`config.mk`:
```
export PLATFORM = sky130hd
export DESIGN_NAME = div_unit
export DESIGN_NICKNAME = d
export VERILOG_FILES = /design/src/rtl/common_types_pkg.sv /design/src/rtl/cla_32_bit.sv /design/src/rtl/div_unit.sv
export SDC_FILE = /design/constraint.sdc
export NUM_CORES = 1
export LEC_CHECK = 0
export CORE_MARGIN = 2
export CORE_UTILIZATION = 55
export CTS_CLUSTER_DIAMETER = 80
export DETAILED_ROUTE_END_ITERATION = 12
export HOLD_SLACK_MARGIN = 0.02
export PLACE_DENSITY = 0.87
export SYNTH_ARGS = -nofsm -noshare
export SYNTH_HDL_FRONTEND = slang
export SYNTH_SLANG_ARGS = --single-unit
```
`constraint.sdc`:
```
create_clock -name clk -period 20.4 [get_ports clk]
set_input_delay 3.06 -clock clk [delete_from_list [all_inputs] [get_ports clk]]
set_output_delay 3.06 -clock clk [all_outputs]
set_load 0.005 [all_outputs]
```
`src/rtl/common_types_pkg.sv`:
```
// Types shared across the execute stage: the machine word and the divider's
// control-state encoding and iteration count.
package common_types_pkg;

  typedef logic [31:0] word_t;

  typedef enum logic [1:0] {
    IDLE,
    CALC,
    FIX,
    DONE
  } div_state_t;

  localparam int DIV_ITERS = 32;

endpackage

```
`src/rtl/cla_32_bit.sv`:
```
// 32-bit carry-lookahead adder built from eight 4-bit lookahead groups whose
// group generate/propagate signals ripple between groups.
module cla_32_bit (
  input  logic [31:0] a,
  input  logic [31:0] b,
  input  logic        cin,
  output logic [31:0] sum,
  output logic        cout,
  output logic        pg,
  output logic        gg
);

  logic [31:0] g;
  logic [31:0] p;
  logic [31:0] c;

  assign g = a & b;
  assign p = a ^ b;

  always_comb begin
    logic group_c;
    logic bit_c;
    logic grp_g;
    logic grp_p;
    logic acc_g;
    logic acc_p;
    // NOTE: every variable gets a default before any conditional or loop use, so no latch is inferred.
    c       = '0;
    group_c = cin;
    acc_g   = 1'b0;
    acc_p   = 1'b1;
    for (int blk = 0; blk < 8; blk++) begin
      grp_p = &p[blk*4 +: 4];
      grp_g = g[blk*4+3]
            | (p[blk*4+3] & g[blk*4+2])
            | (p[blk*4+3] & p[blk*4+2] & g[blk*4+1])
            | (p[blk*4+3] & p[blk*4+2] & p[blk*4+1] & g[blk*4]);
      bit_c = group_c;
      for (int i = 0; i < 4; i++) begin
        c[blk*4+i] = bit_c;
        bit_c      = g[blk*4+i] | (p[blk*4+i] & bit_c);
      end
      group_c = grp_g | (grp_p & group_c);
      acc_g   = grp_g | (grp_p & acc_g);
      acc_p   = acc_p & grp_p;
    end
    cout = group_c;
    gg   = acc_g;
    pg   = acc_p;
  end

  assign sum = p ^ c;

endmodule

```
`src/rtl/div_unit.sv`:
```
// Radix-2 restoring divider for RV32M DIV/DIVU/REM/REMU: sign handling around
// an unsigned core that retires one quotient bit per cycle.
module div_unit
  import common_types_pkg::*;
#(
  parameter int WIDTH = 32
) (
  input  logic  clk,
  input  logic  rst,
  input  logic  start,
  input  logic  is_signed,
  input  word_t dividend,
  input  word_t divisor,
  output logic  busy,
  output logic  done,
  output word_t quotient,
  output word_t remainder
);

  localparam logic [4:0] LAST_ITER = 5'(DIV_ITERS - 1);

  div_state_t       state;
  logic [4:0]       cnt;
  logic [WIDTH-1:0] rem;
  logic [WIDTH-1:0] dvd;
  logic [WIDTH-1:0] dsr;
  logic [WIDTH-1:0] dividend_orig;
  logic             q_neg;
  logic             r_neg;
  logic             div_zero;
  logic             overflow;

  logic [WIDTH-1:0] rem_shift;
  logic [WIDTH-1:0] trial;
  logic             no_borrow;
  logic [WIDTH-1:0] q_fix;
  logic [WIDTH-1:0] r_fix;

  assign rem_shift = {rem[WIDTH-2:0], dvd[WIDTH-1]};

  cla_32_bit u_trial_sub (
    .a    (rem_shift),
    .b    (~dsr),
    .cin  (1'b1),
    .sum  (trial),
    .cout (no_borrow),
    .pg   (),
    .gg   ()
  );

  // Special cases override the sign-corrected magnitudes.
  always_comb begin
    q_fix = q_neg ? (~dvd + 1'b1) : dvd;
    r_fix = r_neg ? (~rem + 1'b1) : rem;
    if (div_zero) begin
      q_fix = '1;
      r_fix = dividend_orig;
    end else if (overflow) begin
      q_fix = {1'b1, {(WIDTH-1){1'b0}}};
      r_fix = '0;
    end
  end

  always_ff @(posedge clk or posedge rst) begin
    if (rst) begin
      // NOTE: the datapath registers are reset too; they are few and this keeps every output deterministic.
      state         <= IDLE;
      cnt           <= '0;
      busy          <= 1'b0;
      done          <= 1'b0;
      quotient      <= '0;
      remainder     <= '0;
      rem           <= '0;
      dvd           <= '0;
      dsr           <= '0;
      dividend_orig <= '0;
      q_neg         <= 1'b0;
      r_neg         <= 1'b0;
      div_zero      <= 1'b0;
      overflow      <= 1'b0;
    end else begin
      // NOTE: non-blocking assignments throughout, so every branch sees the pre-edge state.
      case (state)
        IDLE: begin
          if (start) begin
            dvd           <= (is_signed && dividend[WIDTH-1]) ? (~dividend + 1'b1) : dividend;
            dsr           <= (is_signed && divisor[WIDTH-1]) ? (~divisor + 1'b1) : divisor;
            q_neg         <= is_signed && (dividend[WIDTH-1] ^ divisor[WIDTH-1]);
            r_neg         <= is_signed && dividend[WIDTH-1];
            dividend_orig <= dividend;
            div_zero      <= (divisor == '0);
            overflow      <= is_signed && (dividend == {1'b1, {(WIDTH-1){1'b0}}}) && (divisor == '1);
            rem           <= '0;
            cnt           <= '0;
            busy          <= 1'b1;
            state         <= CALC;
          end
        end
        CALC: begin
          rem <= no_borrow ? trial : rem_shift;
          dvd <= {dvd[WIDTH-2:0], no_borrow};
          cnt <= cnt + 5'd1;
          if (cnt == LAST_ITER) begin
            state <= FIX;
          end
        end
        FIX: begin
          quotient  <= q_fix;
          remainder <= r_fix;
          done      <= 1'b1;
          state     <= DONE;
        end
        DONE: begin
          done  <= 1'b0;
          busy  <= 1'b0;
          state <= IDLE;
        end
        default: state <= IDLE;
      endcase
    end
  end

endmodule

```
Yosys cells after proc, flatten, opt, wreduce, memory -nomap -nowiden

Cells that the tools add are included.

Word-level logic and storage cells: 205
Input bits: 68
Register bits after elaboration: 205
Output and inout bits: 66

$add $sub $neg: 5
Equal/unequal tests: 8
Multiplexer cells: 21
Reduce and logical (&&, ||, !) cells: 22
Bitwise gates (word level): 135

Operators by type and width:

| cell                                          | number |
|---|---|
| two-way mux 32 bit                            | 11 |
| inverter 32 bit                               | 5 |
| adder 32 x 1 -> 32 bit, second input constant | 4 |
| case mux 32 bit (2 select lines)              | 2 |
| bitwise AND 1 bit                             | 70 |
| == test 32 bit, second input constant         | 2 |
| XOR 32 bit                                    | 2 |
| OR 1 bit                                      | 56 |
| bitwise AND 32 bit                            | 1 |
| zero test 32 bit                              | 1 |
| AND reduction 4 bit                           | 8 |
| case mux 5 bit (2 select lines)               | 1 |
| case mux 2 bit (4 select lines)               | 1 |
| AND reduction 2 bit                           | 4 |
| nonzero test 2 bit                            | 3 |
| adder 5 x 1 -> 5 bit, second input constant   | 1 |
| == test 5 bit, second input constant          | 1 |
| logical AND 1 bit                             | 5 |
| two-way mux 5 bit                             | 1 |
| == test 2 bit, second input constant          | 2 |
| two-way mux 2 bit                             | 2 |
| != test 2 bit, second input constant          | 2 |
| case mux 1 bit (2 select lines)               | 2 |
| == test 2 x 1 -> 1 bit, second input constant | 1 |
| 3 further kinds                               | 3 |

Depth between registers and ports, before layout

Gate-level depths: netlist of the first run.

Word-level depth: 28
Gate-level depth with buffers: 15
Mapped depth without buffers: 15

Modules after synthesis

From an unflattened synthesis of the first run, not the netlist that was laid out.

Cell total of the unflattened synthesis: 1447
Area, all modules: 12912.4 sq um

By module, submodules not included:

| module     | times used | cells each | area an instance (sq um) | sequential area each (sq um) |
|---|---|---|---|---|
| div_unit   | 1          | 1301       | 11483.5                  | 5129.9 |
| cla_32_bit | 1          | 146        | 1428.9                   | 0.0 |

Worst setup path after synthesis of the first run

No wires, ideal clock.

Path type: input-to-reg
From: in dividend[10]
To: reg dvd[24]
Library setup time: 0.134 ns
Required time: 20.266 ns
Path buffers: 0
Stages on the path: 7
Setup slack: 15.020 ns
Arrival time: 5.247 ns
Path through: or4_1 -> nor4_4 -> or4b_4 -> nor4b_2 -> a31oi_1 -> xnor2_1 -> o21ai_0

Longest elaborated chain between the ends: 5

RTL lines:

| item                             | line            | RTL |
|---|---|---|
| start: declaration               | div_unit.sv:12  | `input word_t dividend,` |
| inverter 32 bit                  | div_unit.sv:86  | `dvd <= (is_signed && dividend[WIDTH-1]) ? (~dividend + 1'b1) : dividend;` |
| adder 32 x 1 -> 32 bit           | div_unit.sv:86  |  |
| two-way mux 32 bit               | div_unit.sv:86  |  |
| two-way mux 32 bit               | div_unit.sv:85  | `if (start) begin` |
| case mux 32 bit (2 select lines) | div_unit.sv:83  | `case (state)` |
| end signal: assignment           | div_unit.sv:86  |  |
| end signal: assignment           | div_unit.sv:101 | `dvd <= {dvd[WIDTH-2:0], no_borrow};` |
| end: declaration                 | div_unit.sv:25  | `logic [WIDTH-1:0] dvd;` |

Every way passes these cells. The select of a mux whose other input is x is not followed.
A chain may end at the register's enable or synchronous reset.

Worst setup path after layout of the first run

From: in dividend[10]
To: reg dvd[30]

Same word-level chain as after synthesis.

==> summary.md, run 1 <==
| Metric | Value |
|---|---|
| Status | `finished clean` |
| FILL cells | `1735` |
| Startpoint types | `input pin` |
| Slew @ Worst Pin | `1270 ps` |
| Starting Density | `0.559` |
| Seq/Total Area, Yosys | `0.406` |
| Clock Latency Late Sink | `510 ps` |
| Hold EP | `remainder[28]` |
| Starting DRT DRC Count | `863` |
| Crit Reg-Reg Endpoint | `rem[19]` |
| CP Capture Type | `flop` |
| Per-cell routed wire length | `19.1 µm` |
| P per Cell Area | `157 nW/µm²` |
| Post-Syn Nets | `1482` |
| Post-cts sizing count | `0` |
| Die Footprint | `24200 µm²` |
| CTS sink cnt | `205` |
| FF-to-FF Start | `dvd[31]` |
| Placed instance area | `14100 µm²` |
| Clock transition at the registers of the reported paths | `60 ps` |
| Non-Filler Instances | `1732` |
| FF-to-FF setup slack | `16220 ps` |
| Asr flop ratio synth | `1.00` |
| Hold path startpoint | `remainder[28]` |
| Hold-fix buffer count after cts | `0` |
| Count leader, synth | `dfrtp_1` |
| CTS tree | `yes` |
| # rows | `55` |
| Clk root buf | `clkbuf_16` |
| Die width | `155 µm` |
| Worst Setup SP | `dividend[10]` |
| Post-DP HPWL | `23.5 mm` |
| IO Pins | `134` |
| Fin. Hold Viols | `0` |
| Via density | `6.24` |
| Top FF cell, synth | `dfrtp_1` |
| Critical path type | `input pin to flop` |
| Ant diodes | `0` |
| Max VDD drop | `0.0798 mV` |
| Final WL | `33.1 mm` |
| I/O Buffers | `133` |
| HP Class | `flop to flop` |
| Num CTS Buffers | `23` |
| Leakage power | `6.25 nW` |
| Post-CTS Setup Inserts | `0` |
| Yosys Warn Count | `0` |
| Final WS setup | `14580 ps` |
| Area Growth Syn to Fin | `18.0%` |
| First-pass GRT wire length | `53.9 mm` |
| Post-Syn Instances | `1347` |
| Nets@finish | `1566` |
| Overflow after GRT | `0` |
| Dpl ws | `14140 ps` |
| Syn avg cell area | `9.37 µm²` |
| Gpl congestion | `0.891` |
| Total Routing Usage GR | `0.273` |
| Largest cells by area after synthesis | `dfrtp_1, xnor2_1, a21oi_1` |
| Clock Skew | `11.6 ps` |
| Synth Cell Area | `12600 µm²` |
| Initial antenna violation count | `0` |
| Fmax | `0.172 GHz` |
| Initial DRT Pass Iterations | `5` |
| Largest net degree at the start of global routing | `135` |
| Worst hold stages | `1` |
| DRC | `0` |
| Max-Slew Margin vs Limit | `0.152` |
| Setup violations, final | `0` |
| Finished layout cell area | `14900 µm²` |
| Max-cap violations | `0` |
| Critical Path Fanout Max | `7` |
| Number of global-route vias before repair | `10600` |
| Post-synth top area share | `0.406` |
| Cells on worst reg2reg path | `14` |
| Critical Path RT | `20740 ps` |
| Die Y | `155 µm` |
| H-tree depth | `1` |
| Setup tns final | `0 ps` |
| Placed Cells | `1691` |
| Post-route ant nets | `0` |
| Share of cells above drive strength 1 | `0.0657` |
| Post-synth EDFFs | `0` |
| Vias | `10800` |
| CTS max path bufs | `3` |
| Synth area leader | `dfrtp_1` |
| Commonest cells in the netlist | `dfrtp_1, a21oi_1, nand2_1` |
| Register bit total from synthesis | `205` |
| Final Max Tran Viols | `0` |
| Period minus WS final | `5820 ps` |
| CP arrival | `6170 ps` |
| Final period util | `0.286` |
| Final hold slack | `476 ps` |
| Distinct cells, synth | `65` |
| Placeable Area | `22600 µm²` |
| RSZ-0062 raised after global routing | `false` |
==> metrics by stage <==
step / util / power [mW]
after floorplan: - / 1.49
after global placement: 0.625 / 1.83
after detailed placement: 0.625 / 1.89
after CTS: 0.660 / 2.33
after global routing: 0.660 / 2.50
final: 0.660 / 2.33
==> worst max path at each step <==
stage	endpoint	slack [ps]	cells past startpoint
floorplan	busy	11740	1
global placement	dvd[24]	14260	8
detailed placement	dvd[30]	14140	8
CTS	dvd[30]	14610	8
global route	dvd[30]	14380	8
finish	dvd[30]	14580	8
==> cell usage in the layout, fill, tap and decap left out, types with 29 or more instances in the layout <==
cell type | Yosys | routed
o21ai_0 | 102 | 101
a311o_1 | 29 | 29
xnor2_1 | 80 | 80
nand2_1 | 113 | 112
inv_1 | 71 | 70
a22oi_1 | 50 | 50
xor2_1 | 48 | 48
dfrtp_1 | 205 | 205
nor2_1 | 93 | 93
and2_1 | 33 | 32
clkdlybuf4s50_1 | 0 | 133
ha_1 | 44 | 43
a21oi_1 | 114 | 114
==> per-layer routing <==
metal	up-vias	routed length (µm)	global-route usage
li1	5017	-	-
met1	5253	13500	0.366
met2	463	16000	0.450
met3	76	2270	0.0368
met4	0	1280	0.112
met5	-	0	0
==> power breakdown <==
group / leakage, nW / internal [mW] / total [mW] / switching, mW
combinational: 3.32 / 0.525 / 1.14 / 0.613
clock: 0.384 / 0.258 / 0.424 / 0.166
sequential: 2.54 / 0.588 / 0.769 / 0.181
total: 6.25 / 1.37 / 2.33 / 0.960
==> logic make-up after synthesis <==
group / share of synthesized area
multiplexers: 0.0239
AO/OA/AOI/OAI: 0.215
AND/OR/NAND/NOR: 0.140
buffers and inverters: 0.0459
adder cells (fa/ha/maj): 0.0801
XOR/XNOR: 0.0888
flip-flops: 0.406
==> area by class of cell <==
| class | instances | area, µm² | area share |
|---|---|---|---|
| Tap cell | 285 | 357 | 0.0240 |
| Clock inverter | 6 | 87.6 | 0.00588 |
| Multi-Input combinational cell | 988 | 6950 | 0.467 |
| Sequential cell | 205 | 5130 | 0.345 |
| Inverter | 71 | 274 | 0.0184 |
| Timing Repair Buffer | 142 | 1400 | 0.0940 |
| Clock buffer | 35 | 691 | 0.0464 |
==> registers in the layout, summed over array words and instances, names as in the netlist <==
register,count
dividend_orig,32
dsr,32
dvd,32
quotient,32
rem,32
remainder,32
cnt,5
state,2
busy,1
div_zero,1
done,1
overflow,1
q_neg,1
r_neg,1
==> worst max-delay path, cell delays in order <==
cell and delay [ps]:
clkdlybuf4s50_1 480, or4_1 660, nor4_4 230, or4b_4 550, nor4b_2 660, a21oi_1 190
xnor2_1 220, o21ai_0 110
Note: power is estimated with default switching activity, not from simulation.
==> inputs of run 2 (changes only) <==
==> constraint.sdc (replaced) <==
create_clock -name clk -period 5.5 [get_ports clk]
set_input_delay 0.825 -clock clk [delete_from_list [all_inputs] [get_ports clk]]
set_output_delay 0.825 -clock clk [all_outputs]
set_load 0.005 [all_outputs]
==> summary.md, run 2 (same netlist as run 1, synthesis figures left out) <==
| Metric | Value |
|---|---|
| Status | `finished clean (unchanged)` |
| Share of total power in the clock network | `0.193 (was 0.182)` |
| Fin. Hold Viols | `0 (unchanged)` |
| Non-Filler Instances | `1736 (was 1732)` |
| CTS sink cnt | `205 (unchanged)` |
| Initial antenna violation count | `0 (unchanged)` |
| Final WS setup | `1600 ps (was 14580 ps)` |
| I/O Buffers | `133 (unchanged)` |
| Setup violations, final | `0 (unchanged)` |
| Nets@finish | `1569 (was 1566)` |
| Most frequent cells in the layout | `dfrtp_1, clkdlybuf4s50_1, a21oi_1, nand2_1, o21ai_0 (unchanged)` |
| Max VDD drop | `0.265 mV (was 0.0798 mV)` |
| Fin util | `0.664 (was 0.660)` |
| CP Capture Type | `flop (unchanged)` |
| Int Pwr | `5.19 mW (was 1.37 mW)` |
| Placeable Area | `22600 µm² (unchanged)` |
| Post-CTS Setup Inserts | `0 (unchanged)` |
| Num CTS Buffers | `24 (was 23)` |
| H-tree depth | `1 (unchanged)` |
| Period minus WS final | `3900 ps` |
| Placed Cells | `1693 (was 1691)` |
| Area Growth Syn to Fin | `18.7% (was 18.0%)` |
| Slew @ Worst Pin | `1350 ps (was 1270 ps)` |
| Fmax | `0.257 GHz` |
| Critical Path Fanout Max | `5 (was 7)` |
| Startpoint types | `flop (was input pin)` |
| Initial DRT Pass Iterations | `8 (was 5)` |
| Placed instance area | `14100 µm² (about the same)` |
| Via density | `6.29 (was 6.24)` |
| Setup tns final | `0 ps (unchanged)` |
| Finished layout cell area | `15000 µm² (was 14900 µm²)` |
| Die Y | `155 µm (unchanged)` |
| Clk root buf | `clkbuf_16 (unchanged)` |
| Die width | `155 µm (unchanged)` |
| # rows | `55 (unchanged)` |
| Post-DP HPWL | `24.0 mm (was 23.5 mm)` |
| Final Max Tran Viols | `0 (unchanged)` |
| Sequential cell area | `5130 µm² (unchanged)` |
| Die Footprint | `24200 µm² (unchanged)` |
| RSZ-0062 raised after global routing | `false (unchanged)` |
| P per Cell Area | `588 nW/µm² (was 157 nW/µm²)` |
| CP arrival | `4280 ps (was 6170 ps)` |
| Total Routing Usage GR | `0.278 (was 0.273)` |
| Share of cells above drive strength 1 | `0.0689 (was 0.0657)` |
| Critical Path RT | `5890 ps (was 20740 ps)` |
| Multi-input gate area | `6950 µm² (unchanged)` |
| Leakage power | `6.30 nW (was 6.25 nW)` |
| HP Class | `flop to flop (unchanged)` |
| Clock Skew | `21.7 ps (was 11.6 ps)` |
| Hold-fix buffer count after cts | `0 (unchanged)` |
| Max-cap violations | `0 (unchanged)` |
| Final hold slack | `472 ps (was 476 ps)` |
| Final WL | `33.6 mm (was 33.1 mm)` |
| PnR Total Power | `8.80 mW (was 2.33 mW)` |
| Logic pwr share | `0.483 (was 0.488)` |
| Critical path type | `flop to flop (was input pin to flop)` |
| Post-cts sizing count | `0 (unchanged)` |
| Ant diodes | `0 (unchanged)` |
| Largest net degree at the start of global routing | `95 (was 135)` |
| Clock transition at the registers of the reported paths | `60 ps (about the same)` |
| Number of global-route vias before repair | `10600 (about the same)` |
| Dpl ws | `1440 ps (was 14140 ps)` |
| Sw frac | `0.410 (was 0.412)` |
| Sw Pwr | `3.61 mW (was 0.960 mW)` |
| Vias | `10900 (was 10800)` |
| Clock Latency Late Sink | `520 ps (was 510 ps)` |
| CTS max path bufs | `3 (unchanged)` |
| Post-route ant nets | `0 (unchanged)` |
| Final period util | `0.708` |
| FILL cells | `1683 (was 1735)` |
| Overflow after GRT | `0 (unchanged)` |
| DRC | `0 (unchanged)` |
| Gpl congestion | `0.899 (was 0.891)` |
| Most common cell after layout, fill and taps aside | `dfrtp_1 (unchanged)` |
| Per-cell routed wire length | `19.4 µm (was 19.1 µm)` |
| Starting DRT DRC Count | `900 (was 863)` |
| CTS tree | `yes (unchanged)` |
| First-pass GRT wire length | `54.7 mm (was 53.9 mm)` |
| Starting Density | `0.559 (unchanged)` |
| Max-Slew Margin vs Limit | `0.0974 (was 0.152)` |
| IO Pins | `134 (unchanged)` |
| Seq pwr share | `0.324 (was 0.330)` |
-- run 2: changes by cell type in the layout (fill, tap and decap cells not counted), sizes merged --
cell	change
clkinvlp	+1
bufinv	+2
buf	+2
clkbuf	-3
clkinv	+2
-- run 2: power groups by stage --
stage | Clock (mW) | Sequential [mW] | Combinational [mW]
final | 1.70 | 2.85 | 4.25
after global routing | 1.78 | 2.93 | 4.73
after CTS | 1.71 | 2.84 | 4.24
after detailed placement | 0 | 2.85 | 4.19
after global placement | 0 | 2.80 | 4.00
after floorplan | 0 | 2.64 | 2.90
-- run 2: worst paths after layout --
| check | to | cells after the start | slack (ps) | from |
|---|---|---|---|---|
| max | rem[19] | 14 | 1600 | dvd[31] |
| min | remainder[28] | 1 | 470 | remainder[28] |
| max reg2reg | rem[19] | 14 | 1600 | dvd[31] |
| min reg2reg | remainder[28] | 1 | 470 | remainder[28] |
| max in group asynchronous | remainder[2] | 3 | 3980 | rst |
| min in group asynchronous | quotient[22] | 2 | 590 | rst |
-- run 2: final cells by class --
cell class / instances / area share
clock inverter: 11 / 0.0110
sequential: 205 / 0.342
inverter: 71 / 0.0180
timing repair buffer: 144 / 0.0952
tap: 285 / 0.0238
clock buffer: 32 / 0.0455
multi-input combinational: 988 / 0.464
-- run 2: per-layer routing --
metal | wire length (µm) | part of all wire | GRT usage
met5 | 0 | 0 | 0
met4 | 1680 | 0.050 | 0.141
met3 | 2600 | 0.077 | 0.0446
met2 | 15900 | 0.47 | 0.450
met1 | 13500 | 0.40 | 0.365
-- run 2: worst max-delay path, stage by stage (launching register included) --
cell and delay (ps):
dfrtp_1 420, inv_1 120, ha_1 310, o21ai_0 260, a221oi_1 160, o21ai_0 350
nand2_1 150, inv_1 100, o21ai_0 110, fa_1 410, fa_1 390, fa_1 400
xnor2_1 190, a211oi_1 60, a311o_1 340
